[src/rtl/jtag_tap_param.sv]
// Parametrised IEEE 1149.1 TAP: 16-state controller, instruction register and
// IDCODE/BYPASS/boundary-scan/user data registers with a falling-edge TDO.
module jtag_tap_param #(
   parameter int                    IR_WIDTH     = 4,
   parameter int                    BSR_LEN      = 10,
   parameter int                    USER_WIDTH   = 8,
   parameter logic [31:0]           IDCODE_VALUE = 32'h1234_5677,
   parameter logic [USER_WIDTH-1:0] USER_INIT    = '0,
   parameter logic [IR_WIDTH-1:0]   OP_IDCODE    = IR_WIDTH'(7),
   parameter logic [IR_WIDTH-1:0]   OP_SAMPLE    = IR_WIDTH'(1),
   parameter logic [IR_WIDTH-1:0]   OP_EXTEST    = IR_WIDTH'(2),
   parameter logic [IR_WIDTH-1:0]   OP_INTEST    = IR_WIDTH'(3),
   parameter logic [IR_WIDTH-1:0]   OP_USERCODE  = IR_WIDTH'(8)
) (
   input  logic                  TCK,
   input  logic                  TRST,
   input  logic                  TMS,
   input  logic                  TDI,
   output logic                  TDO,
   output logic                  TDO_EN,
   output logic [3:0]            state,
   output logic                  TLR,
   input  logic [BSR_LEN-1:0]    BSR_CAPTURE,
   output logic [BSR_LEN-1:0]    BSR_UPDATE,
   output logic [USER_WIDTH-1:0] USER_REG,
   output logic                  SAMPLE_SELECT,
   output logic                  EXTEST_SELECT,
   output logic                  INTEST_SELECT,
   output logic                  USERCODE_SELECT,
   output logic                  BYPASS_SELECT
);

   typedef enum logic [3:0] {
      ST_TLR    = 4'hF, ST_RTI    = 4'hC,
      ST_SELDR  = 4'h7, ST_CAPDR  = 4'h6, ST_SHDR   = 4'h2, ST_EX1DR  = 4'h1,
      ST_PAUSDR = 4'h3, ST_EX2DR  = 4'h0, ST_UPDDR  = 4'h5,
      ST_SELIR  = 4'h4, ST_CAPIR  = 4'hE, ST_SHIR   = 4'hA, ST_EX1IR  = 4'h9,
      ST_PAUSIR = 4'hB, ST_EX2IR  = 4'h8, ST_UPDIR  = 4'hD
   } tap_state_e;

   tap_state_e            state_q, state_d;
   logic [IR_WIDTH-1:0]   ir_q, ir_d;
   logic [IR_WIDTH-1:0]   ir_sr_q, ir_sr_d;
   logic [31:0]           id_sr_q, id_sr_d;
   logic                  byp_q, byp_d;
   logic [BSR_LEN-1:0]    bsr_sr_q, bsr_sr_d;
   logic [BSR_LEN-1:0]    bsr_upd_q, bsr_upd_d;
   logic [USER_WIDTH-1:0] user_sr_q, user_sr_d;
   logic [USER_WIDTH-1:0] user_q, user_d;
   logic                  tdo_q, tdo_en_q;

   logic sel_id, sel_smp, sel_ext, sel_int, sel_user, sel_bsr, sel_byp;
   logic dr_lsb;

   // Only the active IR is decoded, so the selects are stable during IR shifts.
   always_comb begin
      sel_id   = (ir_q == OP_IDCODE);
      sel_smp  = (ir_q == OP_SAMPLE);
      sel_ext  = (ir_q == OP_EXTEST);
      sel_int  = (ir_q == OP_INTEST);
      sel_user = (ir_q == OP_USERCODE);
      sel_bsr  = sel_smp | sel_ext | sel_int;
      sel_byp  = ~(sel_id | sel_bsr | sel_user);
   end

   always_comb begin
      dr_lsb = byp_q;
      if (sel_id)        dr_lsb = id_sr_q[0];
      else if (sel_bsr)  dr_lsb = bsr_sr_q[0];
      else if (sel_user) dr_lsb = user_sr_q[0];
   end

   always_comb begin
      state_d = state_q;
      unique case (state_q)
         ST_TLR:    state_d = TMS ? ST_TLR   : ST_RTI;
         ST_RTI:    state_d = TMS ? ST_SELDR : ST_RTI;
         ST_SELDR:  state_d = TMS ? ST_SELIR : ST_CAPDR;
         ST_CAPDR:  state_d = TMS ? ST_EX1DR : ST_SHDR;
         ST_SHDR:   state_d = TMS ? ST_EX1DR : ST_SHDR;
         ST_EX1DR:  state_d = TMS ? ST_UPDDR : ST_PAUSDR;
         ST_PAUSDR: state_d = TMS ? ST_EX2DR : ST_PAUSDR;
         ST_EX2DR:  state_d = TMS ? ST_UPDDR : ST_SHDR;
         ST_UPDDR:  state_d = TMS ? ST_SELDR : ST_RTI;
         ST_SELIR:  state_d = TMS ? ST_TLR   : ST_CAPIR;
         ST_CAPIR:  state_d = TMS ? ST_EX1IR : ST_SHIR;
         ST_SHIR:   state_d = TMS ? ST_EX1IR : ST_SHIR;
         ST_EX1IR:  state_d = TMS ? ST_UPDIR : ST_PAUSIR;
         ST_PAUSIR: state_d = TMS ? ST_EX2IR : ST_PAUSIR;
         ST_EX2IR:  state_d = TMS ? ST_UPDIR : ST_SHIR;
         ST_UPDIR:  state_d = TMS ? ST_SELDR : ST_RTI;
         default:   state_d = ST_TLR;
      endcase
   end

   always_comb begin
      ir_d      = ir_q;
      ir_sr_d   = ir_sr_q;
      id_sr_d   = id_sr_q;
      byp_d     = byp_q;
      bsr_sr_d  = bsr_sr_q;
      bsr_upd_d = bsr_upd_q;
      user_sr_d = user_sr_q;
      user_d    = user_q;
      unique case (state_q)
         ST_TLR: begin
            ir_d      = OP_IDCODE;
            bsr_upd_d = '0;
         end
         ST_CAPIR: ir_sr_d = IR_WIDTH'(1);
         ST_SHIR: begin
            ir_sr_d               = ir_sr_q >> 1;
            ir_sr_d[IR_WIDTH-1]   = TDI;
         end
         ST_UPDIR: ir_d = ir_sr_q;
         ST_CAPDR: begin
            if (sel_id)        id_sr_d   = IDCODE_VALUE;
            else if (sel_bsr)  bsr_sr_d  = BSR_CAPTURE;
            else if (sel_user) user_sr_d = user_q;
            else               byp_d     = 1'b0;
         end
         // Shifts go through >>1 then an MSB insert so 1-bit registers stay legal.
         ST_SHDR: begin
            if (sel_id) begin
               id_sr_d     = id_sr_q >> 1;
               id_sr_d[31] = TDI;
            end else if (sel_bsr) begin
               bsr_sr_d              = bsr_sr_q >> 1;
               bsr_sr_d[BSR_LEN-1]   = TDI;
            end else if (sel_user) begin
               user_sr_d               = user_sr_q >> 1;
               user_sr_d[USER_WIDTH-1] = TDI;
            end else begin
               byp_d = TDI;
            end
         end
         ST_UPDDR: begin
            if (sel_bsr)       bsr_upd_d = bsr_sr_q;
            else if (sel_user) user_d    = user_sr_q;
         end
         default: ;
      endcase
   end

   always_ff @(posedge TCK or posedge TRST) begin
      if (TRST) begin
         state_q   <= ST_TLR;
         ir_q      <= OP_IDCODE;
         ir_sr_q   <= '0;
         id_sr_q   <= '0;
         byp_q     <= 1'b0;
         bsr_sr_q  <= '0;
         bsr_upd_q <= '0;
         user_sr_q <= '0;
         user_q    <= USER_INIT;
      end else begin
         state_q   <= state_d;
         ir_q      <= ir_d;
         ir_sr_q   <= ir_sr_d;
         id_sr_q   <= id_sr_d;
         byp_q     <= byp_d;
         bsr_sr_q  <= bsr_sr_d;
         bsr_upd_q <= bsr_upd_d;
         user_sr_q <= user_sr_d;
         user_q    <= user_d;
      end
   end

   always_ff @(negedge TCK or posedge TRST) begin
      if (TRST) begin
         tdo_q    <= 1'b0;
         tdo_en_q <= 1'b0;
      end else begin
         tdo_en_q <= (state_q == ST_SHDR) || (state_q == ST_SHIR);
         if (state_q == ST_SHIR)      tdo_q <= ir_sr_q[0];
         else if (state_q == ST_SHDR) tdo_q <= dr_lsb;
         else                         tdo_q <= 1'b0;
      end
   end

   assign TDO             = tdo_q;
   assign TDO_EN          = tdo_en_q;
   assign state           = state_q;
   assign TLR             = (state_q == ST_TLR);
   assign BSR_UPDATE      = bsr_upd_q;
   assign USER_REG        = user_q;
   assign SAMPLE_SELECT   = sel_smp;
   assign EXTEST_SELECT   = sel_ext;
   assign INTEST_SELECT   = sel_int;
   assign USERCODE_SELECT = sel_user;
   assign BYPASS_SELECT   = sel_byp;

endmodule

[config.mk]
export PLATFORM = sky130hd
export DESIGN_NAME = jtag_tap_param
export DESIGN_NICKNAME = d
export VERILOG_FILES = /design/src/rtl/jtag_tap_param.sv
export SDC_FILE = /design/constraint.sdc
export NUM_CORES = 1
export LEC_CHECK = 0
export CAP_MARGIN = 5
export CORE_UTILIZATION = 35
export DETAILED_ROUTE_END_ITERATION = 8
export GPL_TIMING_DRIVEN = 0
export PLACE_DENSITY = 0.58
export SYNTH_ARGS = -nofsm -noshare
export SYNTH_HDL_FRONTEND = slang
export SYNTH_SLANG_ARGS = --single-unit
export TNS_END_PERCENT = 50
[constraint.sdc]
create_clock -name TCK -period 2.5 [get_ports TCK]
set_clock_uncertainty 0.05 [all_clocks]
set_input_delay 0.375 -clock TCK [delete_from_list [all_inputs] [get_ports TCK]]
set_output_delay 0.375 -clock TCK [all_outputs]
set_load 0.005 [all_outputs]
==> run summary <==
Synthesis
- syn_nets: 370
- cell taking the most area after synthesis: dfrtp_1
- most common cell in the netlist: dfrtp_1
- count of synthesis-stage warnings from yosys: 0
- summed instance area of the synthesized netlist: 3666 um^2
- adder-cell share of the synthesized area: 0%
- number of flops mapped to enable cells by yosys: 0
- share of the synthesized area in compound gates (AO/OA/AOI/OAI): 14.37%
- multiplexer area fraction after synthesis: 8.225%
- cells after synthesis: 356
- Main synth FF type: dfrtp_1
- top cell types by occurrence after synthesis: dfrtp_1, nand2_1, o21ai_0
- post-synthesis share of cell area spent on and, or, nand and nor gates: 16.28%
- Cell variety after synth: 38
- mean cell area of the mapped netlist: 10.30 um^2
- area fraction of the dominant cell type after synthesis: 50.51%
- main combinational cell family by area after synthesis: simple AND/OR/NAND/NOR gates
- synthesized-area fraction occupied by xor and xnor cells: 0%
- sequential element share of the synthesized area: 56.89%
- asr flop ratio synth: 100.0%
- flip-flop and latch count after synthesis: 83
- dominant cells by area after synthesis: dfrtp_1, nand2_1, o21ai_0

Clock network
- clock latency at the later pin of the worst-skew pair: 0.35 ns
- number of sinks on the clock net: 83
- clock root buffer: clkbuf_8
- clock-pin slew reported for the worst setup and hold paths after clock tree synthesis: 0.08 ns
- number of clock buffers inserted by TritonCTS: 9
- buffer depth of the longest clock path: 2
- H-tree depth reported by CTS: 3
- TritonCTS clock tree: built

Finish
- filler cell count in the final layout: 976
- share of cells above drive strength 1: 17.58%
- final non-filler cell area: 4606 um^2
- area of all sequential standard cells: 2087 um^2
- net total in the final layout: 430
- combined area of the multi-input logic cells: 1444 um^2
- Syn-to-layout area delta: 25.63%
- final core area utilization: 46.27%
- Inserted Diodes: 0

Global route
- initial antenna violation count: 0
- pin count of the biggest net entering global routing: 37
- global route overflow: 0
- first-pass GRT wire length: 13600 um
- via count of the first global-routing pass: 2697
- gr usage total: 15.61%

Route
- detailed-route wire length: 7956 um
- number of optimization iterations in the first detailed-route pass: 4
- antenna viol nets, final: 0
- number of violations reported at the end of detailed-routing iteration 0: 134
- vias per cell: 4.850
- drt drc: 0
- routed wirelength normalized by instance count: 14.36 um
- via total after detailed routing: 2687

Worst setup path
- start-to-end type of the worst setup path: flop to flop
- required arrival time at the worst endpoint: 1.38 ns
- launch point of the worst reg-to-reg path: ir_q[2]$_DFFE_PP1P_
- Crit Path Max Fanout: 7
- Worst R2R Setup Slack: -0.08 ns
- crit path DAT: 1.46 ns
- critical path startpoint category: flop
- endpoint class of the critical path: flop
- worst reg2reg path depth: 4
- reg2reg end: TDO$_DFF_NP0_
- CP startpoint: ir_q[2]$_DFFE_PP1P_

Power and ir drop
- clock share of power: 23.0%
- total power per unit cell area: 1095 nW/um^2
- share of power burned in registers: 41.0%
- share of total power consumed by net switching: 34.20%
- switching power of the nets: 1.725 mW
- Leakage Power: 2.073 nW
- VDD IR max: 360.3 uV
- part of the power in combinational logic: 36.0%
- P_int: 3.319 mW

Floorplanning
- vertical die dimension: 104.3 um
- number of I/O pins: 44
- floorplan die area: 10890 um^2
- total core area: 9955 um^2
- Rows: 36
- effective utilization at floorplan: 36.83%
- Die X: 104.3 um

Worst hold path
- type of the tightest min-delay check: primary input to asynchronous set/reset pin

Outcome
- result of the run: finished with violations
- violated checks: negative setup slack

Timing
- Hold Violations, Final: 0
- tightest slew margin relative to the limit: 66.96%
- unrepaired setup endpoints after global routing: yes
- hold_ws: 0.3359 ns
- min setup slack post-route: -0.07801 ns
- slew at the pin closest to its max-slew limit: 0.4956 ns
- number of max-slew violations in the final report: 0
- final count of negative-setup-slack endpoints: 1

Placement
- placed cell area: 4330 um^2
- weighted congestion at the end of routability-driven global placement: 0.7365
- post-place setup slack: -0.1645 ns
- post-detail-place hpwl: 5367 um
- number of input and output port buffers inserted: 43

Run
- max cap viols: 0

## routing by layer
| layer | part of all wire (%) | track usage, % | up-vias |
|---|---|---|---|
| met3 | 3.7 | 4.073 | 8 |
| met5 | 0 | 0 | - |
| met1 | 49 | 20.91 | 1307 |
| li1 | - | - | 1322 |
| met4 | 0.90 | 3.673 | 0 |
| met2 | 47 | 25.17 | 50 |
## placed cells by master, fill, tap and decap left out, types with 3 or more instances in the layout
master and count:
nor3b_1 3, nor2_1 34, o21ai_1 3, a21oi_2 11
buf_2 8, mux2_4 8, nand2_1 73, bufinv_16 3
o21ai_0 50, dfrtp_1 73, mux2i_1 17, clkbuf_1 8
clkbuf_8 9, buf_4 9, clkdlybuf4s50_1 41, inv_1 5
a21oi_1 8, dfstp_2 7, a22o_1 10, nor2b_1 3
## worst max path at each step
stage                       end
6_report          TDO$_DFF_NP0_
3_3_place_gp   TDO_EN$_DFF_NP0_
3_5_place_dp      TDO$_DFF_NP0_
5_1_grt           TDO$_DFF_NP0_
2_1_floorplan     TDO$_DFF_NP0_
4_1_cts           TDO$_DFF_NP0_
## area by class of cell
| type | instances | share of cell area [%] |
|---|---|---|
| timing repair buffer | 53 | 11.41 |
| sequential | 83 | 45.31 |
| buffer | 19 | 2.526 |
| tap | 133 | 3.613 |
| inverter | 6 | 0.5705 |
| clock inverter | 6 | 2.445 |
| multi-input combinational | 244 | 31.35 |
| clock buffer | 10 | 2.771 |
## sequential cells by signal, indices dropped and copies added, names as in the netlist
register and cells:
BSR_UPDATE 10, TDO 1, TDO_EN 1, USER_REG 8
bsr_sr_q 10, byp_q 1, id_sr_q 32, ir_q 4
ir_sr_q 4, state 4, user_sr_q 8
## metrics by stage
stage	power (mW)	instances	TNS, ns
4_1_cts	5.091	553	-0.1211
6_report	5.044	554	-0.07801
2_1_floorplan	3.201	356	-0.05853
3_3_place_gp	3.830	532	-2.212
5_1_grt	5.406	554	-0.2143
3_5_place_dp	3.881	534	-0.2654
## power groups by stage
stage	Clock (mW)	Sequential [mW]	Combinational (mW)
6_report	1.16	2.07	1.82
4_1_cts	1.20	2.06	1.83
2_1_floorplan	0	2.01	1.19
3_5_place_dp	0	2.07	1.81
5_1_grt	1.26	2.12	2.03
3_3_place_gp	0	2.06	1.77
## worst max-delay path: stages (launching register included)
cell     delay, ns
dfstp_2       0.60
and4b_1       0.25
a21oi_2       0.07
o21ai_1       0.13
a21oi_1       0.05
## kinds of logic (layout without fill, tap and decap cells)
logic type      after synthesis  count (layout)
compound gates               87              87
buf+inv                      29              94
flops                        83              83
mux                          26              26
simple gates                131             131
## what timing repair did
action                                 4_1_cts  5_1_grt
hold buffers                                 0        0
pin swaps                                    1        3
resized for setup                           11        3
setup endpoints to repair                    5        6
buffers inserted                             5        3
endpoints found under the hold margin        0        0
Note: power is estimated with default switching activity, not from simulation.
